## src/rtl/floppy_pkg.sv

```systemverilog
// -----------------------------------------------------------------------------
// floppy_pkg
// Shared definitions for the pipe scroller playfield:
//   GRID      - playfield width and height (columns x rows)
//   BIRD_COL  - column the bird occupies; collisions and scoring look here
//   LFSR_SEED - reset value of the 4-bit pipe-offset LFSR (must be non-zero)
//   state_t   - game FSM states
//   field_t   - 16x16 pixel plane, indexed [column][row]
//   pipe_column() - builds one pipe column from the LFSR value
// -----------------------------------------------------------------------------
package floppy_pkg;

   localparam int GRID     = 16;
   localparam int BIRD_COL = 4;

   localparam logic [3:0] LFSR_SEED = 4'b1001;

   typedef enum logic [1:0] {
      ST_READY   = 2'd0,
      ST_RUN     = 2'd1,
      ST_CRASHED = 2'd2
   } state_t;

   typedef logic [GRID-1:0][GRID-1:0] field_t;

   // A pipe column is solid except for a gap of 'gap' rows starting at 'off'.
   // The LFSR value is folded back into the legal offset range so the gap
   // never runs past the top row.
   function automatic logic [GRID-1:0] pipe_column(input logic [3:0] v, input int gap);
      int              span;
      int              off;
      logic [GRID-1:0] col;
      span = GRID - gap;
      off  = (int'(v) <= span) ? int'(v) : int'(v) - span;
      for (int r = 0; r < GRID; r++) begin
         col[r] = !((r >= off) && (r < off + gap));
      end
      return col;
   endfunction

endpackage

```

## src/rtl/pipe_lfsr.sv

```systemverilog
// -----------------------------------------------------------------------------
// pipe_lfsr
// 4-bit Fibonacci LFSR, polynomial x^4 + x^3 + 1, maximal length (15 states),
// so it never reaches zero from the non-zero seed.
// Ports:
//   clk   - clock, rising edge
//   reset - asynchronous active-high reset, loads LFSR_SEED
//   en    - advance one step this cycle
//   q     - current LFSR value
// -----------------------------------------------------------------------------
module pipe_lfsr
   import floppy_pkg::*;
(
   input  logic       clk,
   input  logic       reset,
   input  logic       en,
   output logic [3:0] q
);

   logic [3:0] q_q;
   logic [3:0] q_d;

   always_comb begin
      q_d = q_q;
      if (en) begin
         q_d = {q_q[2:0], q_q[3] ^ q_q[2]};
      end
   end

   always_ff @(posedge clk or posedge reset) begin
      if (reset) begin
         q_q <= LFSR_SEED;
      end else begin
         q_q <= q_d;
      end
   end

   assign q = q_q;

endmodule

```

## src/rtl/pipe_scroller.sv

```systemverilog
// -----------------------------------------------------------------------------
// pipe_scroller
// Scrolls a 16x16 field of pipes right-to-left, detects bird/pipe collisions
// and counts pipes passed.
// Parameters:
//   SCROLL_DIV   - tick pulses per one-column scroll (1..255)
//   PIPE_SPACING - columns from one pipe to the next, pipe column included (2..16)
//   GAP          - open rows per pipe (2..12)
// Ports:
//   clk   - clock, rising edge
//   reset - asynchronous active-high reset
//   tick  - single-cycle game-rate enable
//   run   - game active; 0 freezes scrolling but keeps the field
//   bird  - bird occupancy of column BIRD_COL, bit r = row r
//   field - pipe pixels, field[c][r]
//   hit   - collision has occurred (game over)
//   score - pipes passed, saturating at 255
// Build option:
//   SCORE_EN - when defined the score counter is built; otherwise score = 0.
// -----------------------------------------------------------------------------
module pipe_scroller
   import floppy_pkg::*;
#(
   parameter int SCROLL_DIV   = 8,
   parameter int PIPE_SPACING = 6,
   parameter int GAP          = 4
) (
   input  logic                        clk,
   input  logic                        reset,
   input  logic                        tick,
   input  logic                        run,
   input  logic [15:0]                 bird,
   output logic [15:0][15:0]           field,
   output logic                        hit,
   output logic [7:0]                  score
);

   localparam logic [7:0] DIV_LAST = 8'(SCROLL_DIV - 1);
   localparam logic [3:0] SP_LAST  = 4'(PIPE_SPACING - 1);

   state_t     state_q, state_d;
   field_t     field_q, field_d;
   logic [7:0] div_q, div_d;
   logic [3:0] sp_q, sp_d;
   logic [3:0] lfsr_q;
   logic       collide;
   logic       scroll;

   pipe_lfsr u_lfsr (
      .clk   (clk),
      .reset (reset),
      .en    (scroll),
      .q     (lfsr_q)
   );

   // Collision looks at the registered field, so it also fires while run=0.
   // A collision always beats a scroll due in the same cycle.
   always_comb begin
      collide = (state_q == ST_RUN) && (|(field_q[BIRD_COL] & bird));
      scroll  = (state_q == ST_RUN) && !collide && tick && run && (div_q == DIV_LAST);
   end

   always_comb begin
      state_d = state_q;
      field_d = field_q;
      div_d   = div_q;
      sp_d    = sp_q;
      case (state_q)
         ST_READY: begin
            field_d = '0;
            if (tick && run) begin
               state_d = ST_RUN;
            end
         end
         ST_RUN: begin
            if (collide) begin
               state_d = ST_CRASHED;
            end else if (tick && run) begin
               if (scroll) begin
                  div_d = 8'd0;
                  for (int c = 0; c < GRID - 1; c++) begin
                     field_d[c] = field_q[c+1];
                  end
                  field_d[GRID-1] = (sp_q == 4'd0) ? pipe_column(lfsr_q, GAP) : '0;
                  sp_d            = (sp_q == 4'd0) ? SP_LAST : sp_q - 4'd1;
               end else begin
                  div_d = div_q + 8'd1;
               end
            end
         end
         ST_CRASHED: begin
            // Everything frozen until reset.
         end
         default: begin
            state_d = ST_READY;
         end
      endcase
   end

   always_ff @(posedge clk or posedge reset) begin
      if (reset) begin
         state_q <= ST_READY;
         field_q <= '0;
         div_q   <= 8'd0;
         sp_q    <= 4'd0;
      end else begin
         state_q <= state_d;
         field_q <= field_d;
         div_q   <= div_d;
         sp_q    <= sp_d;
      end
   end

`ifdef SCORE_EN
   logic [7:0] score_q, score_d;

   // A pipe is counted when it is shifted out of the bird column intact.
   always_comb begin
      score_d = score_q;
      if (scroll && (|field_q[BIRD_COL]) && (score_q != 8'hFF)) begin
         score_d = score_q + 8'd1;
      end
   end

   always_ff @(posedge clk or posedge reset) begin
      if (reset) begin
         score_q <= 8'd0;
      end else begin
         score_q <= score_d;
      end
   end

   assign score = score_q;
`else
   assign score = 8'd0;
`endif

   assign field = field_q;
   assign hit   = (state_q == ST_CRASHED);

endmodule

```

## config.mk

```make
export PLATFORM = sky130hd
export DESIGN_NAME = pipe_scroller
export DESIGN_NICKNAME = d
export VERILOG_FILES = /design/src/rtl/floppy_pkg.sv /design/src/rtl/pipe_lfsr.sv /design/src/rtl/pipe_scroller.sv
export SDC_FILE = /design/constraint.sdc
export NUM_CORES = 1
export LEC_CHECK = 0
export BUFFER_PORTS_ARGS = -buffer_cell sky130_fd_sc_hd__buf_2
export CORE_ASPECT_RATIO = 0.9
export CORE_MARGIN = 1.5
export CORE_UTILIZATION = 47
export CTS_CLUSTER_DIAMETER = 40
export DETAILED_ROUTE_END_ITERATION = 16
export PLACE_DENSITY = 0.76
export SLEW_MARGIN = 20
export SYNTH_ARGS = -nofsm -noshare
export SYNTH_HDL_FRONTEND = slang
export SYNTH_HIERARCHICAL = 1
export SYNTH_SLANG_ARGS = --single-unit
```

## constraint.sdc

```tcl
create_clock -name clk -period 7.5 [get_ports clk]
set_input_delay 0.75 -clock clk [delete_from_list [all_inputs] [get_ports clk]]
set_output_delay 0.75 -clock clk [all_outputs]
set_load 0.05 [all_outputs]
```

# After elaboration in Yosys (flattened, before gate mapping)
# Index checks and enable logic that the tools add are counted.
[classes]
eq_ne = 8
mux = 11
order_cmp = 33
reduce_logical = 47
addsub = 4
n_bitwise = 4
[ops]
columns = ["operator", "count"]
rows = [
  ["$mux 256", 3],
  ["$pmux 256 s2", 1],
  ["$ge 5x32->1 const A", 8],
  ["$lt 5x32->1 const A", 8],
  ["$ge 4x32->1 const A", 4],
  ["$lt 4x32->1 const A", 4],
  ["$ge 3x32->1 const A", 2],
  ["$lt 3x32->1 const A", 2],
  ["$add 32x4->32 const B", 1],
  ["$ge 1x32->1 const A", 1],
  ["$ge 2x32->1 const A", 1],
  ["$lt 1x32->1 const A", 1],
  ["$lt 2x32->1 const A", 1],
  ["$mux 32", 1],
  ["$logic_and 1x1->1", 22],
  ["$logic_not 1->1", 17],
  ["$and 16x16->16", 1],
  ["$mux 16", 1],
  ["$reduce_or 16->1", 1],
  ["$add 8x1->8 const B", 1],
  ["$eq 8x3->1 const B", 1],
  ["$mux 8", 1],
  ["$ne 2x2->1 const B", 4],
  ["$reduce_and 4->1", 2],
  ["other kinds (15)", 18],
]
[word_totals]
regBits = 274
elab_cells = 127
input_bits = 20
out_inout_bits = 265

# Depth between registers and ports, before layout
[depth]
depth_word = 12
mapped_depth = 13
depth_no_buf = 11

# By module
# Netlist, hierarchy kept.
[by_module_without_submodules]
columns = ["module", "area_each_um2", "n_inst", "seq_area_each_um2", "cells_each"]
rows = [
  ["pipe_scroller", 10397.5, 1, 6756.5, 758],
  ["pipe_lfsr", 157.7, 1, 102.6, 11],
]

# Worst setup path before layout
# Ideal clock, no wire load.
[synth_path]
path_kind = "register to register"
start = "reg u_lfsr.q_q[2] (netlist: u_lfsr/q[2])"
end = "reg field_q (netlist bit field[246])"
setup_time_ns = 0.079
arrival_time_ns = 3.176
t_required_ns = 7.421
setup_slack_ns = 4.245
path_buffers = 3
stages_incl_launch_ff = 14
period_less_slack_ns = 3.255
cell_sequence = "dfrtp_1 > clkbuf_1 > inv_1 > ha_1 > clkbuf_1 > o31a_1 > nand2b_1 > ha_1 > nor4bb_1 > clkbuf_1 > and2_1 > o21ai_0 > a211o_1 > o2bb2ai_1"
[synth_between]
elab_chain_cells = 11
word_cells_on_any_way = 13
classes_between = "add/sub (2); order compare (3); mux (6); reduce/logical (2)"
[synth_rtl]
columns = ["item", "line", "text"]
rows = [
  ["start: declaration", "pipe_lfsr.sv:20", "logic [3:0] q_q;"],
  ["start signal: assignment", "pipe_lfsr.sv:34", "q_q <= q_d;"],
  ["$sub 4x4->5 or $le 4x4->1 (tied branches)", "floppy_pkg.sv:34", "off = (int'(v) <= span) ? int'(v) : int'(v) - span;"],
  ["$mux 32 (*)", "floppy_pkg.sv:34", ""],
  ["$add 32x4->32", "floppy_pkg.sv:36", "col[r] = !((r >= off) && (r < off + gap));"],
  ["$lt 4x32->1", "floppy_pkg.sv:36", ""],
  ["$logic_and 1x1->1 (*)", "floppy_pkg.sv:36", ""],
  ["$logic_not 1->1 (*)", "floppy_pkg.sv:36", ""],
  ["$mux 16 (*)", "pipe_scroller.sv:84", "field_d[GRID-1] = (sp_q == 4'd0) ? pipe_column(lfsr_q, GAP) : '0;"],
  ["$mux 256 (*)", "pipe_scroller.sv:79", "if (scroll) begin"],
  ["$mux 256 (*)", "pipe_scroller.sv:78", "end else if (tick && run) begin"],
  ["$mux 256 (*)", "pipe_scroller.sv:76", "if (collide) begin"],
  ["$pmux 256 s2 (*)", "pipe_scroller.sv:68", "case (state_q)"],
  ["end signal: assignment", "pipe_scroller.sv:108", "field_q <= field_d;"],
  ["end: declaration", "pipe_scroller.sv:42", "field_t field_q, field_d;"],
]
# Mark *: on every way between the ends. The rest lies on a longest branch, timed or not. The select of a mux whose other input is x is not followed.
# A chain may end at the register's enable or synchronous reset.

# Final worst setup path
[layout_path]
start = "reg u_lfsr.q_q[2] (netlist: u_lfsr/q[2])"
end = "reg field_q (netlist bit field[241])"
[layout_between]
elab_chain_cells = 11
word_cells_on_any_way = 13
classes_between = "add/sub (2); order compare (3); mux (6); reduce/logical (2)"
[layout_rtl]
columns = ["item", "line"]
rows = [
  ["$sub 4x4->5 or $le 4x4->1 (tied branches)", "floppy_pkg.sv:34"],
  ["$mux 32 (*)", "floppy_pkg.sv:34"],
  ["$add 32x4->32", "floppy_pkg.sv:36"],
  ["$lt 2x32->1", "floppy_pkg.sv:36"],
  ["$logic_and 1x1->1 (*)", "floppy_pkg.sv:36"],
  ["$logic_not 1->1 (*)", "floppy_pkg.sv:36"],
  ["$mux 16 (*)", "pipe_scroller.sv:84"],
  ["$mux 256 (*)", "pipe_scroller.sv:79"],
  ["$mux 256 (*)", "pipe_scroller.sv:78"],
  ["$mux 256 (*)", "pipe_scroller.sv:76"],
  ["$pmux 256 s2 (*)", "pipe_scroller.sv:68"],
]
# Marked as above.

==> results.cfg <==
[power]
netSwitchingFraction = 0.279
vdd_drop_max_uv = 380
cellPowerDensity_nw_per_um2 = 283
p_clk_frac = 0.450
comb_power_share = 0.122
switchingPower_w = 0.00105
internal-power_w = 0.00271
power.leakage_nw = 7.19
seq_power_share = 0.428

[status]
status = finished clean

[layout]
regArea_um2 = 6860
final_cell_mix = buf_2, dfrtp_1, a22o_1, clkbuf_16, nor2_1
fill_cells = 1752
multi_input_area_um2 = 3350
num_antenna_cells = 0
final_common_cell = buf_2
final_layout_size_suffix_gt1_frac = 0.348
area_delta_synth_final_pct = 25.7
nets = 1053

[sta]
finClkSkew_ns = 0.0211
tns_ns = 0
worst_pin_slew_ns = 1.10
hold_viol = 0
relSlewSlack = 0.267
setup_viol = 0
finalCritPeriodShare = 0.522
timing.hold.ws_ns = 0.164
drv_slew = 0
max_freq_ghz = 0.256
min_period_ns = 3.91
rsz0062_at_grt = false

[detailed_routing]
dr_wl_met3_mm = 1.95
wl_per_cell_um = 20.9
wl_met2_mm = 12.9
ant_nets = 0
via_per_inst = 5.78
top_layer_used = met4
num_vias = 7756
wl_met1_mm = 12.5
drc = 0
drt_iter0_drc = 856
firstDrtPassIters = 5
routed_wl_mm = 28.1

[synthesis]
synthArstFlopShare = 1.00
avgSynthCellArea_um2 = 13.7
yosys_warnings = 6
synth_cell_types = 48
synthCells = 769
synth_ff_type = dfrtp_1
synth_edf_count = 0
syn_area_um2 = 10600
ys_seq_area_frac = 0.650
synth-seq-cells = 274

[placement]
gp_congestion = 0.915
place_hpwl_mm = 18.5
port-buffer-count = 276

[global_route]
overflow = 0
antenna_found_initial = 0
grt_pass1_vias = 7248
grt_max_degree = 186
grt_pass1_wl_mm = 44.0
grt_usage = 0.239

[setup_path]
end_kind = register
reg2regPathDepth = 10
timing.critical_path.buf_inv = 0
crit_type = register to register
worstSetupStartpointType = register
crit_required_ns = 7.90
worstReg2RegEnd = field[241]$_DFFE_PP0P_
slowest_stage = nor4bb_2
max_stage_delay_ns = 0.76
r2r_slack_ns = 3.59
cp.arrival_ns = 4.31
crit_chain = ha_1 -> o21ai_1 -> nand3_1 -> o31a_1 -> nand2b_1 -> ha_1 -> nor4bb_2 -> nand2_1 -> o311a_1 -> o2bb2ai_1
cp_top_family = simple AND/OR/NAND/NOR gates
crit_path_frequent_cell = ha_1
cp_max_fo = 20
r2r-start = u_lfsr/q[2]$_DFFE_PP0P_

[clock_tree]
cts_resized = 0
insertion_delay_ns = 0.50
cts.sinks = 274
cts_root_buf = clkbuf_16
holdBufCountCts = 0
cts_setup_buffers = 0
tritoncts = done
h-tree-depth = 2
clkTransAtPathRegs_ns = 0.05
tritoncts.num_buffers = 34
cts_buffer_depth = 3

[floorplanning]
ioPinCount = 285
initial_core_util = 0.484
die_x_um = 161
rows = 51
coreArea_um2 = 21800
fp.dieH_um = 145
die_area_um2 = 23400

[job]
cap_violations = 0

[hold_path]
hp-class = primary input to async pin
## synthesized netlist by cell type, types with 3 or more instances
library cell / number / area (um2)
nand4_1: 4 / 25.0
mux2_2: 11 / 124
ha_1: 8 / 100
nand2b_1: 3 / 18.8
o2bb2ai_1: 9 / 78.8
nand2_1: 12 / 45.0
nor2_1: 17 / 63.8
o21ai_0: 11 / 55.1
a22o_1: 240 / 2100
or3_1: 3 / 18.8
nor2b_1: 3 / 18.8
o21bai_1: 3 / 22.5
a22oi_1: 8 / 60.1
nor3_1: 5 / 25.0
xnor2_1: 5 / 43.8
a21oi_1: 15 / 75.1
or2_2: 3 / 18.8
buf_4: 20 / 150
xor2_1: 3 / 26.3
buf_2: 14 / 70.1
clkbuf_1: 37 / 139
a21o_1: 5 / 37.5
dfrtp_1: 272 / 6810
nand3_1: 8 / 40.0
o31ai_1: 4 / 30.0
a31oi_1: 4 / 25.0
mux2i_1: 4 / 40.0
inv_1: 9 / 33.8
nor4_1: 4 / 25.0
## flip-flops by register name, summed over array words and instances, names as in the netlist
register and cells:
field 256, sp_q 4, state_q 2, div_q 8
u_lfsr/q 4
## per-stage QoR
| step | power, W | utilization | setup WS [ns] | cell area (um2) | instances |
|---|---|---|---|---|---|
| floorplan | 0.00198 | - | 3.18 | 10600 | 776 |
| global placement | 0.00209 | 0.553 | 3.08 | 12100 | 1280 |
| detailed placement | 0.00209 | 0.553 | 3.56 | 12100 | 1280 |
| CTS | 0.00379 | 0.608 | 3.64 | 13300 | 1341 |
| global route | 0.00391 | 0.608 | 3.23 | 13300 | 1341 |
| finish | 0.00375 | 0.608 | 3.59 | 13300 | 1341 |
## cells by family after synthesis
kind of cell | Yosys count | synth area share
AO/OA/AOI/OAI | 308 | 0.243
XOR/XNOR | 8 | 0.00664
adder cells (fa/ha/maj) | 8 | 0.00948
buffers and inverters | 81 | 0.0376
flip-flops | 274 | 0.650
multiplexers | 15 | 0.0155
other | 1 | 0.000355
AND/OR/NAND/NOR | 74 | 0.0378
## power by group through the flow
stage | combinational (W) | sequential (W) | clock [W]
2_1_floorplan | 0.000250 | 0.00173 | 0
3_3_place_gp | 0.000456 | 0.00163 | 0
3_5_place_dp | 0.000462 | 0.00163 | 0
4_1_cts | 0.000463 | 0.00161 | 0.00172
5_1_grt | 0.000500 | 0.00161 | 0.00180
6_report | 0.000458 | 0.00161 | 0.00169
## per-layer routing
metal,vias to the layer above,track usage
li1,3471,-
met1,3905,0.356
met2,333,0.355
met3,47,0.0475
met4,0,0.0722
met5,-,0
## how the worst max path moves through the flow
stage                     slack (ns)                endpoint  cells past startpoint                    start
final                           3.59  field[241]$_DFFE_PP0P_                     10  u_lfsr/q[2]$_DFFE_PP0P_
after global routing            3.23  field[241]$_DFFE_PP0P_                      9  u_lfsr/q[2]$_DFFE_PP0P_
after CTS                       3.64  field[241]$_DFFE_PP0P_                     10  u_lfsr/q[2]$_DFFE_PP0P_
after detailed placement        3.56  field[147]$_DFFE_PP0P_                      8                  bird[4]
after global placement          3.08  field[242]$_DFFE_PP0P_                      9  u_lfsr/q[2]$_DFFE_PP0P_
after floorplan                 3.18    div_q[0]$_DFFE_PP0P_                      1                    reset
## area by class of cell
class	instances	area share
Clock buffer	40	0.0681
Clock inverter	21	0.0216
Inverter	9	0.00283
Multi-Input combinational cell	421	0.253
Sequential cell	274	0.517
Tap cell	291	0.0274
Timing Repair Buffer	285	0.110
## worst register-to-register path, stage by stage (launching register included)
cell,delay (ns)
dfrtp_1,0.61
ha_1,0.40
o21ai_1,0.43
nand3_1,0.18
o31a_1,0.17
nand2b_1,0.17
ha_1,0.29
nor4bb_2,0.76
nand2_1,0.29
o311a_1,0.40
o2bb2ai_1,0.14
(Power assumes the default switching activity.)
